### src/rtl/alu_seq_if.sv
// Request/response bundle for alu_seq: operands and op go in, registered result/flags come out.
interface alu_seq_if #(
  parameter int WIDTH = 8
);
  logic             in_valid;
  logic             in_ready;
  logic [2:0]       op;
  logic [WIDTH-1:0] a;
  logic [WIDTH-1:0] b;
  logic [WIDTH-1:0] result;
  logic [3:0]       flags;
  logic             out_valid;
  logic             busy;

  modport master (
    output in_valid, op, a, b,
    input  in_ready, result, flags, out_valid, busy
  );

  modport slave (
    input  in_valid, op, a, b,
    output in_ready, result, flags, out_valid, busy
  );
endinterface

### src/rtl/alu_seq.sv
// Registered ALU with carry-chained arithmetic, logic ops, one-bit-per-cycle shifts
// and a persistent {N,Z,C,V} flag register.
module alu_seq #(
  parameter int WIDTH = 8
) (
  input  logic      clk,
  input  logic      rst,
  alu_seq_if.slave  bus
);
  localparam int SHW = $clog2(WIDTH);

  typedef enum logic [2:0] {
    OP_ADD = 3'b000,
    OP_SUB = 3'b001,
    OP_ADC = 3'b010,
    OP_SBC = 3'b011,
    OP_AND = 3'b100,
    OP_OR  = 3'b101,
    OP_SHL = 3'b110,
    OP_SHR = 3'b111
  } op_e;

  typedef enum logic {IDLE, SHIFT} state_e;

  state_e           state;
  logic [WIDTH-1:0] shreg;
  logic [SHW-1:0]   cnt;
  logic             dir;
  logic [WIDTH-1:0] result_q;
  logic [3:0]       flags_q;
  logic             out_valid_q;

  logic [WIDTH-1:0] b_eff;
  logic             cin;
  logic [WIDTH:0]   sum;
  logic [WIDTH-1:0] op_res;
  logic             op_c;
  logic             op_v;
  logic             is_shift;
  logic [SHW-1:0]   amt;
  logic [WIDTH-1:0] shift_next;
  logic             shift_out;

  assign bus.result    = result_q;
  assign bus.flags     = flags_q;
  assign bus.out_valid = out_valid_q;
  assign bus.busy      = (state == SHIFT);
  assign bus.in_ready  = (state != SHIFT);

  assign is_shift = bus.op[2] & bus.op[1];
  assign amt      = bus.b[SHW-1:0];

  // op[0] selects subtraction (invert b), op[1] selects the stored carry as carry-in.
  always_comb begin
    b_eff = bus.op[0] ? ~bus.b : bus.b;
    cin   = bus.op[1] ? flags_q[1] : bus.op[0];
    sum   = {1'b0, bus.a} + {1'b0, b_eff} + {{WIDTH{1'b0}}, cin};
  end

  always_comb begin
    op_res = bus.a;
    op_c   = 1'b0;
    op_v   = 1'b0;
    case (op_e'(bus.op))
      OP_ADD, OP_SUB, OP_ADC, OP_SBC: begin
        op_res = sum[WIDTH-1:0];
        op_c   = sum[WIDTH];
        op_v   = (bus.a[WIDTH-1] == b_eff[WIDTH-1]) && (sum[WIDTH-1] != bus.a[WIDTH-1]);
      end
      OP_AND:  op_res = bus.a & bus.b;
      OP_OR:   op_res = bus.a | bus.b;
      default: op_res = bus.a;
    endcase
  end

  // dir=1 is SHR; the bit falling off the end becomes C on the final step.
  always_comb begin
    shift_next = dir ? (shreg >> 1) : (shreg << 1);
    shift_out  = dir ? shreg[0] : shreg[WIDTH-1];
  end

  always_ff @(posedge clk or posedge rst) begin
    if (rst) begin
      state       <= IDLE;
      shreg       <= '0;
      cnt         <= '0;
      dir         <= 1'b0;
      result_q    <= '0;
      flags_q     <= 4'b0000;
      out_valid_q <= 1'b0;
    end else begin
      out_valid_q <= 1'b0;
      case (state)
        IDLE: begin
          if (bus.in_valid) begin
            if (is_shift && (amt != '0)) begin
              shreg <= bus.a;
              cnt   <= amt;
              dir   <= bus.op[0];
              state <= SHIFT;
            end else begin
              result_q    <= op_res;
              flags_q     <= {op_res[WIDTH-1], (op_res == '0), op_c, op_v};
              out_valid_q <= 1'b1;
            end
          end
        end
        SHIFT: begin
          shreg <= shift_next;
          cnt   <= cnt - SHW'(1);
          if (cnt == SHW'(1)) begin
            result_q    <= shift_next;
            flags_q     <= {shift_next[WIDTH-1], (shift_next == '0), shift_out, 1'b0};
            out_valid_q <= 1'b1;
            state       <= IDLE;
          end
        end
        default: state <= IDLE;
      endcase
    end
  end
endmodule

### src/flat_wrapper.sv
// flat-port wrapper written by rule: the top's interface ports become plain ports
module alu_seq_flat 
#(
  parameter int WIDTH = 8
)
  (clk, rst, bus_in_valid, bus_op, bus_a, bus_b, bus_in_ready, bus_result, bus_flags, bus_out_valid, bus_busy);
  alu_seq_if #(.WIDTH(WIDTH)) bus_i ();
  input  logic clk;
  input  logic rst;
  input wire logic [$bits(bus_i.in_valid)-1:0] bus_in_valid;
  input wire logic [$bits(bus_i.op)-1:0] bus_op;
  input wire logic [$bits(bus_i.a)-1:0] bus_a;
  input wire logic [$bits(bus_i.b)-1:0] bus_b;
  output wire logic [$bits(bus_i.in_ready)-1:0] bus_in_ready;
  output wire logic [$bits(bus_i.result)-1:0] bus_result;
  output wire logic [$bits(bus_i.flags)-1:0] bus_flags;
  output wire logic [$bits(bus_i.out_valid)-1:0] bus_out_valid;
  output wire logic [$bits(bus_i.busy)-1:0] bus_busy;
  assign bus_i.in_valid = bus_in_valid;
  assign bus_i.op = bus_op;
  assign bus_i.a = bus_a;
  assign bus_i.b = bus_b;
  assign bus_in_ready = bus_i.in_ready;
  assign bus_result = bus_i.result;
  assign bus_flags = bus_i.flags;
  assign bus_out_valid = bus_i.out_valid;
  assign bus_busy = bus_i.busy;
  alu_seq #(.WIDTH(WIDTH)) u_core (.clk(clk), .rst(rst), .bus(bus_i));
endmodule
### config.mk
export PLATFORM = sky130hd
export DESIGN_NAME = alu_seq_flat
export DESIGN_NICKNAME = d
export VERILOG_FILES = /design/src/rtl/alu_seq_if.sv /design/src/rtl/alu_seq.sv /design/src/flat_wrapper.sv
export SDC_FILE = /design/constraint.sdc
export NUM_CORES = 1
export LEC_CHECK = 0
export BUFFER_PORTS_ARGS = -buffer_cell sky130_fd_sc_hd__buf_2
export CAP_MARGIN = 20
export CELL_PAD_IN_SITES_DETAIL_PLACEMENT = 2
export CELL_PAD_IN_SITES_GLOBAL_PLACEMENT = 2
export CORE_MARGIN = 1
export CORE_UTILIZATION = 36
export CTS_CLUSTER_DIAMETER = 100
export DETAILED_ROUTE_END_ITERATION = 6
export GPL_ROUTABILITY_DRIVEN = 0
export PLACE_DENSITY_LB_ADDON = 0.1
export SLEW_MARGIN = 0
export SYNTH_ARGS = -nofsm -noshare
export SYNTH_HDL_FRONTEND = slang
export SYNTH_SLANG_ARGS = --single-unit
### constraint.sdc
create_clock -name clk -period 5.4 [get_ports clk]
set_clock_uncertainty 0.15 [all_clocks]
set_input_delay 0.27 -clock clk [delete_from_list [all_inputs] [get_ports clk]]
set_output_delay 0.27 -clock clk [all_outputs]
set_load 0.005 [all_outputs]
; ---- Word-level counts from Yosys, hierarchy flattened
; Cells that the tools add are included.
[word_totals]
ff_bits = 26
input_bits = 22
out_inout_bits = 15
elab_cells = 66
[classes]
n_addsub = 3
n_eq_ne = 12
muxes = 29
n_bitwise = 5
n_reduce_logical = 10
[ops]
columns = op, n
row1 = $mux 8, 7
row2 = $pmux 8 s2, 2
row3 = $pmux 8 s3, 1
row4 = $logic_not 8->1, 2
row5 = $mux 4, 3
row6 = $mux 1, 10
row7 = $add 8x8->9, 1
row8 = $add 9x1->9, 1
row9 = $and 8x8->8, 1
row10 = $not 8->8, 1
row11 = $or 8x8->8, 1
row12 = $pmux 4 s2, 1
row13 = $eq 3x1->1 const B, 2
row14 = $eq 3x2->1 const B, 2
row15 = $eq 3x3->1 const B, 2
row16 = $mux 3, 2
row17 = $ne 2x2->1 const B, 3
row18 = $pmux 3 s2, 1
row19 = $reduce_and 3->1, 2
row20 = $pmux 1 s2, 2
row21 = $reduce_or 4->1, 1
row22 = $logic_not 3->1, 1
row23 = $reduce_bool 3->1, 1
row24 = $sub 3x1->3 const B, 1
row25 = other kinds (7), 8

; ---- Depth between registers and ports, before layout
; Gate-level depths: netlist (run 1).
[depth]
ltp_word = 10
mapped_depth = 13
ltp_nobuf = 12

; ---- Least setup slack after synthesis (run 1)
; Ideal clock, no wire load.
[synth_path]
kind = input -> register
start = input port bus_op[0]
end = register u_core.flags_q[2] (netlist: u_core.bus.flags[2])
setup_time_ps = 82
t_arrival_ps = 2918
required_time_ps = 5168
path_slack_ps = 2250
path_stages = 13
n_path_buf = 2
path_cell_list = buf_6 clkbuf_1 xor2_1 fa_1 inv_1 fa_1 nand2b_1 a21oi_1 o21a_1 o21a_1 o31ai_1 or4_1 a31oi_1
[synth_via]
elab_chain_len = 8
elab_cells_between_ends = 16
cone_classes = 2 x add/sub / 5 x eq/ne / 6 x mux / 3 x reduce/logical
[synth_rtl]
columns = item, line_no
row1 = "start, declared", flat_wrapper.sv:11  ; input wire logic [$bits(bus_i.op)-1:0] bus_op;
row2 = $mux 8, alu_seq.sv:55  ; b_eff = bus.op[0] ? ~bus.b : bus.b;
row3 = $add 8x8->9, alu_seq.sv:57  ; sum = {1'b0, bus.a} + {1'b0, b_eff} + {{WIDTH{1'b0}}, cin};
row4 = $add 9x1->9, alu_seq.sv:57
row5 = $pmux 8 s3 (*), alu_seq.sv:64  ; case (op_e'(bus.op))
row6 = $logic_not 8->1 (*), alu_seq.sv:103  ; flags_q <= {op_res[WIDTH-1], (op_res == '0), op_c, op_v};
row7 = $mux 4 (*), alu_seq.sv:96  ; if (is_shift && (amt != '0)) begin
row8 = $mux 4 (*), alu_seq.sv:95  ; if (bus.in_valid) begin
row9 = $pmux 4 s2 (*), alu_seq.sv:93  ; case (state)
row10 = "end signal, assigned", alu_seq.sv:103
row11 = "end signal, assigned", alu_seq.sv:113  ; flags_q <= {shift_next[WIDTH-1], (shift_next == '0), shift_out, 1'b0};
row12 = "end, declared", alu_seq.sv:30  ; logic [3:0] flags_q;
; Every way passes the cells marked *; elsewhere a longest branch is shown, timed or not. The select of a mux whose other input is x is not followed.
; A chain may end at the register's enable or synchronous reset.

; ---- Final worst setup path (run 1)
; Same ends and word-level chain as after synthesis.

==> results of run 1 <==
registers in the layout, summed over array words and instances, names as in the netlist:
register and cells:
u_core.bus.result 8, u_core.cnt 3, u_core.bus.busy 1, u_core.bus.flags 3, u_core.dir 1, u_core.bus.out_valid 1, u_core.shreg 8
kinds of logic after synthesis:
logic type                 Yosys count  synth area share, %
AOI/OAI and AO/OA                   74                 24.2
xor gates and xnor gates            13                 6.19
adders and majority gates           11                 7.79
buffers and inverters               26                 7.47
DFF                                 25                 31.9
muxes                               14                 7.34
and+or+nand+nor                     64                 15.1
cell type report:
cell class | instances | area share [%]
clock inverters | 1 | 0.338
clock buffers | 3 | 1.86
flip-flops and latches | 25 | 28.2
inverters | 12 | 2.03
multi-input cells | 176 | 53.5
repair buffers | 39 | 10.1
well taps | 70 | 3.94
metrics by stage:
| step | area (um^2) | setup WS, ps | power [mW] |
|---|---|---|---|
| after floorplan | 1960 | 2250 | 0.706 |
| after global placement | 2130 | 2210 | 0.850 |
| after detailed placement | 2130 | 2080 | 0.869 |
| after CTS | 2180 | 2370 | 0.991 |
| after global routing | 2220 | 2160 | 1.08 |
| final | 2220 | 2400 | 0.979 |
power groups by stage:
stage | clock, mW | combinational (mW) | sequential (mW)
after floorplan | 0 | 0.364 | 0.342
after global placement | 0 | 0.465 | 0.385
after detailed placement | 0 | 0.480 | 0.389
after CTS | 0.123 | 0.483 | 0.385
after global routing | 0.129 | 0.551 | 0.403
final | 0.119 | 0.476 | 0.384
layer usage:
metal	routed length [um]	track usage [%]
met4	42	4.94
met2	2670	35.7
met1	2940	31.8
met5	0	0
met3	102	1.19
layout by cell type (no fill, tap or decap), types with 4 or more instances in the layout:
master and n:
buf_2 36, nand2_1 25, dfrtp_1 25, o21ai_0 20, nor2_1 18, a21oi_1 13, inv_1 11, mux2i_1 11
xor2_1 11, ha_1 9, a31oi_1 7, nor2b_1 7, o21a_1 6, o221ai_1 5, a21boi_0 5, o21ai_1 4
worst paths after layout:
path / cells after the start / slack (ps) / to / start
hold / removal: 3 / 170 / u_core.shreg[6] / bus_a[6]
setup / recovery: 13 / 2400 / u_core.bus.flags[2] / bus_op[0]
setup reg to reg: 9 / 2500 / u_core.bus.flags[2] / u_core.bus.flags[1]
max in group asynchronous: 4 / 4290 / u_core.bus.result[7] / rst
hold reg to reg: 2 / 380 / u_core.bus.result[5] / u_core.bus.result[5]
min in group asynchronous: 3 / 380 / u_core.bus.out_valid / rst
tightest hold or removal path, stage by stage:
cell,delay [ps]
buf_2,130
nand2_1,70
a31oi_1,80
==> impl_metrics.yaml, run 1 <==
status:
  status: "finished, final reports clean"
floorplanning:
  die_h_um: 75.8
  die_area_um2: 5750
  die_w_um: 75.8
  row_count: 26
  start_util_pct: 37.9
  ios: 37
  core_um2: 5170
sta:
  fmax_mhz: 333
  setup_viol: 0
  relSlewSlack_pct: 50.2
  slew_violations: 0
  rsz0062_at_grt: "false"
  hold_ws_ps: 167
  min_period_ps: 3000
  setup_tns_ps: 0
  hold_viol: 0
  worst_slew_pin_slew_ps: 747
  timing.final.crit_share_pct: 55.6
placement:
  io_buffers: 36
  dpl.hpwl_um: 4520
  post-place-cells: 320
hold_path:
  hp-class: "in2reg"
final_layout:
  nFillCells: 600
  n_antenna_cell: 0
  final_core_util_pct: 42.9
  seqCellArea_um2: 626
  syn_to_final_growth_pct: 13.3
  drive_above_1_share_pct: 18.8
  fin_cells: 326
  fin_nets: 290
  multi_input_area_um2: 1190
synthesis:
  syn_area_um2: 1960
  synthTopCellsByCount: "25 x dfrtp_1, 25 x nand2_1, 21 x o21ai_0"
  syn_inst: 227
  synth_fp_nets: 260
  async_flop_share_pct: 100
  yosysWarnings: 0
  synth_top_cells_by_area: "dfrtp_1 32%, ha_1 5.7%, mux2i_1 5.6%, o21ai_0 5.4%, xor2_1 4.9%"
  ys_seq_elements: 25
  yosysTopAreaCell: "dfrtp_1"
  ys_seq_area_share_pct: 31.9
  netlist.area_leader.share_pct: 31.9
  synth_edf_count: 0
  synth_cell_types: 46
  synth.avg_cell_area_um2: 8.64
  synth_ff_type: "dfrtp_1"
power_and_ir_drop:
  pwr-share-clk_pct: 12.1
  p_leak_nw: 1.04
  combPwrFrac_pct: 48.7
  internal-power_uw: 548
  p_sw_share_pct: 44.0
  ir_worst_vdd_mv: 0.131
  p_sw_uw: 431
  power_frac_seq_pct: 39.2
  pwr_density_cell_nw_per_um2: 441
critical_path:
  crit_family: "simple AND/OR/NAND/NOR gates"
  path_cells: "buf_2, nor2b_1, a21o_1, fa_1, inv_1, fa_1, nand2b_1, a21oi_1, o21a_1, o21a_1, o31ai_1, or4_1, a31oi_1"
  crit_fanout: 18
  required_ps: 5450
  worst-setup-path-type: "in2reg"
  worstPathArrival_ps: 3060
  max_stage_delay_ps: 540
  timing.critical_path.to_type: "flop"
  cp_slowest_cell: "or4_1"
  critPathLaunchType: "input port"
  cp.buffers_inverters: 2
clocking:
  clk_path_buf_depth: 2
  ctsResizeCount: 0
  clockRootBuffer: "clkbuf_8"
  cts_buffers: 3
  clk_pin_slew_ps: 90
  cts.sinks: 25
  cts_hold_buf: 0
  cts_max_level: 1
  cts_setup_buffers: 0
  tritoncts: "yes"
  clkLatencyLatePin_ps: 280
grt:
  grt-ovfl-total: 0
  antenna_found_initial: 0
  grt_pass1_vias: 1845
  grt_use_total_pct: 21.9
  grt_pass1_wl_um: 9340
  grt_start_max_net_pins: 26
route:
  avgViaCountPerCell: 5.42
  drtIter0Drc: 61
  wl_per_cell_um: 17.7
  detail-route-antenna-nets: 0
  vias: 1767
  wirelength_um: 5760
  first_pass_iters: 4
  drc_errors: 0
job:
  cap_violations: 0
(Power assumes the default switching activity.)
==> run 2, diff against run 1 <==
--- a/config.mk
+++ b/config.mk
@@ -10,7 +10,7 @@
 export CELL_PAD_IN_SITES_DETAIL_PLACEMENT = 2
 export CELL_PAD_IN_SITES_GLOBAL_PLACEMENT = 2
 export CORE_MARGIN = 1
-export CORE_UTILIZATION = 36
+export CORE_UTILIZATION = 30
 export CTS_CLUSTER_DIAMETER = 100
 export DETAILED_ROUTE_END_ITERATION = 6
 export GPL_ROUTABILITY_DRIVEN = 0
==> constraint.sdc (replaced) <==
create_clock -name clk -period 2.5 [get_ports clk]
set_clock_uncertainty 0.15 [all_clocks]
set_input_delay 0.125 -clock clk [delete_from_list [all_inputs] [get_ports clk]]
set_output_delay 0.125 -clock clk [all_outputs]
set_load 0.005 [all_outputs]
==> run 2 against run 1 <==
The flow now finishes with violations (negative setup slack). First-iteration DRC count fell by 21%. Clock power rose by 110%. Final area rose by 10%. Register-to-register slack got worse by 2800 ps. Critical endpoint unchanged. Largest power group unchanged. Cell count rose by 10%. Routed wire length rose by 8.6%. Clock-buffer cell count rose by 1. Global-route usage fell by 3.1 points. Total power rose by 130%.
==> impl_metrics.yaml, run 2 (synthesis results as in run 1) <==
power_and_ir_drop:
  combPwrFrac_pct: 54.5
  p_sw_share_pct: 42.9
  power_frac_seq_pct: 34.7
  internal-power_mw: 1.29
  ir_worst_vdd_mv: 0.434
  pwr-share-clk_pct: 10.9
  p_leak_nw: 1.17
  p_sw_uw: 966
  pwr_density_cell_nw_per_um2: 919
critical_path:
  worstPathArrival_ps: 2890
  critPathLaunchType: "flop"
  worst-setup-path-type: "reg2reg"
  timing.critical_path.to_type: "flop"
  crit_fanout: 2
  required_ps: 2540
final_layout:
  nFillCells: 763
  syn_to_final_growth_pct: 25.0
  final_common_cell: "buf_2"
  mostFrequentLayoutCells: "36 x buf_2, 28 x buf_4, 25 x dfrtp_1"
  finalInstanceArea_um2: 2450
  n_antenna_cell: 0
  fin_nets: 316
  drive_above_1_share_pct: 29.1
sta:
  fmax_mhz: 351
  worst_slew_pin_slew_ps: 595
  slew_violations: 0
  min_period_ps: 2850
  setup_tns_ps: -349
  setup_viol: 1
  relSlewSlack_pct: 60.1
  setup_slack_ps: -349
  hold_viol: 0
  rsz0062_at_grt: "true"
  timing.final.crit_share_pct: 114
floorplanning:
  die_h_um: 82.8
  die_area_um2: 6860
  row_count: 29
  ios: 37
  core_um2: 6310
  start_util_pct: 31.1
  die_w_um: 82.8
grt:
  grt_pass1_wl_um: 10100
  grt_use_total_pct: 18.8
  grt_pass1_vias: 1991
  grt_start_max_net_pins: 26
  grt-ovfl-total: 0
  antenna_found_initial: 0
status:
  violations: "negative setup slack"
  status: "finished, violations left"
route:
  first_pass_iters: 4
  avgViaCountPerCell: 5.20
  detail-route-antenna-nets: 0
  wirelength_um: 6250
  wl_per_cell_um: 17.4
  drc_errors: 0
  drtIter0Drc: 48
  vias: 1867
placement:
  dpl.hpwl_um: 5120
  io_buffers: 36
  place_area_um2: 2360
clocking:
  cts.sinks: 25
  cts_buffers: 3
  cts_max_level: 1
  clk_path_buf_depth: 2
  cts_setup_buffers: 0
  clk_pin_slew_ps: 90
  tritoncts: "yes"
  clkLatencyLatePin_ps: 270
  clockRootBuffer: "clkbuf_8"
job:
  cap_violations: 0
hold_path:
  hp-class: "in2reg"
==> run 2: worst paths after layout <==
path,startpoint,cells past startpoint,slack [ps],to
hold / removal,bus_a[6],3,30,u_core.shreg[6]
max in group asynchronous,rst,4,1640,u_core.shreg[0]
min in group asynchronous,rst,4,300,u_core.bus.out_valid
hold reg to reg,u_core.bus.result[1],2,380,u_core.bus.result[1]
setup reg to reg,u_core.bus.flags[1],9,-350,u_core.bus.flags[2]
setup / recovery,u_core.bus.flags[1],9,-350,u_core.bus.flags[2]
==> run 2: layout make-up <==
| cell class | count | area [um^2] | area share (%) |
|---|---|---|---|
| Clock buffer | 4 | 45.0 | 1.84 |
| Inverter | 12 | 45.0 | 1.84 |
| Multi-Input combinational cell | 176 | 1240 | 50.5 |
| Sequential cell | 25 | 626 | 25.5 |
| Tap cell | 77 | 96.3 | 3.93 |
| Timing Repair Buffer | 65 | 400 | 16.3 |
==> run 2: timing repair <==
action                                  in CTS  in global routing
hold endpoints to repair                    25                  0
endpoints found under the setup margin       5                  7
hold buffers                                 1                  0
cloned                                       0                  0
pin swaps                                    3                  2
resized for setup                            4                  6
==> run 2: metal layers <==
layer	GRT usage, %	part of all wire (%)	up-vias
met1	25.7	49	926
li1	-	-	912
met5	0	0	-
met2	31.7	48	25
met3	1.19	1.5	4
met4	6.11	1.3	0
==> run 2: stage by stage <==
stage          setup slack, ps  util, %  total power, mW  cells  hold slack [ps]
5_1_grt                   -471     38.8             2.45    359             40.9
3_5_place_dp              -447     37.4             2.00    354             53.8
2_1_floorplan             -198        -             1.53    227             2.32
3_3_place_gp              -320     37.4             1.95    354             50.0
4_1_cts                   -368     38.5             2.27    359             24.8
6_report                  -349     38.8             2.25    359             28.7
==> run 2: critical path, cell delays in order, from the launching register on <==
cell	delay [ps]
dfrtp_1	410
a21o_1	170
fa_2	340
a211o_1	310
a221oi_4	300
xor2_1	190
o21ai_1	100
a211o_1	250
or4_1	420
a31oi_1	140
==> run 2: power groups by stage <==
stage                     clock (mW)  sequential, mW  combinational, mW
after floorplan                    0           0.740              0.795
after global placement             0           0.775               1.17
after detailed placement           0           0.792               1.21
after CTS                      0.251           0.784               1.23
after global routing           0.264           0.812               1.38
final                          0.245           0.782               1.23
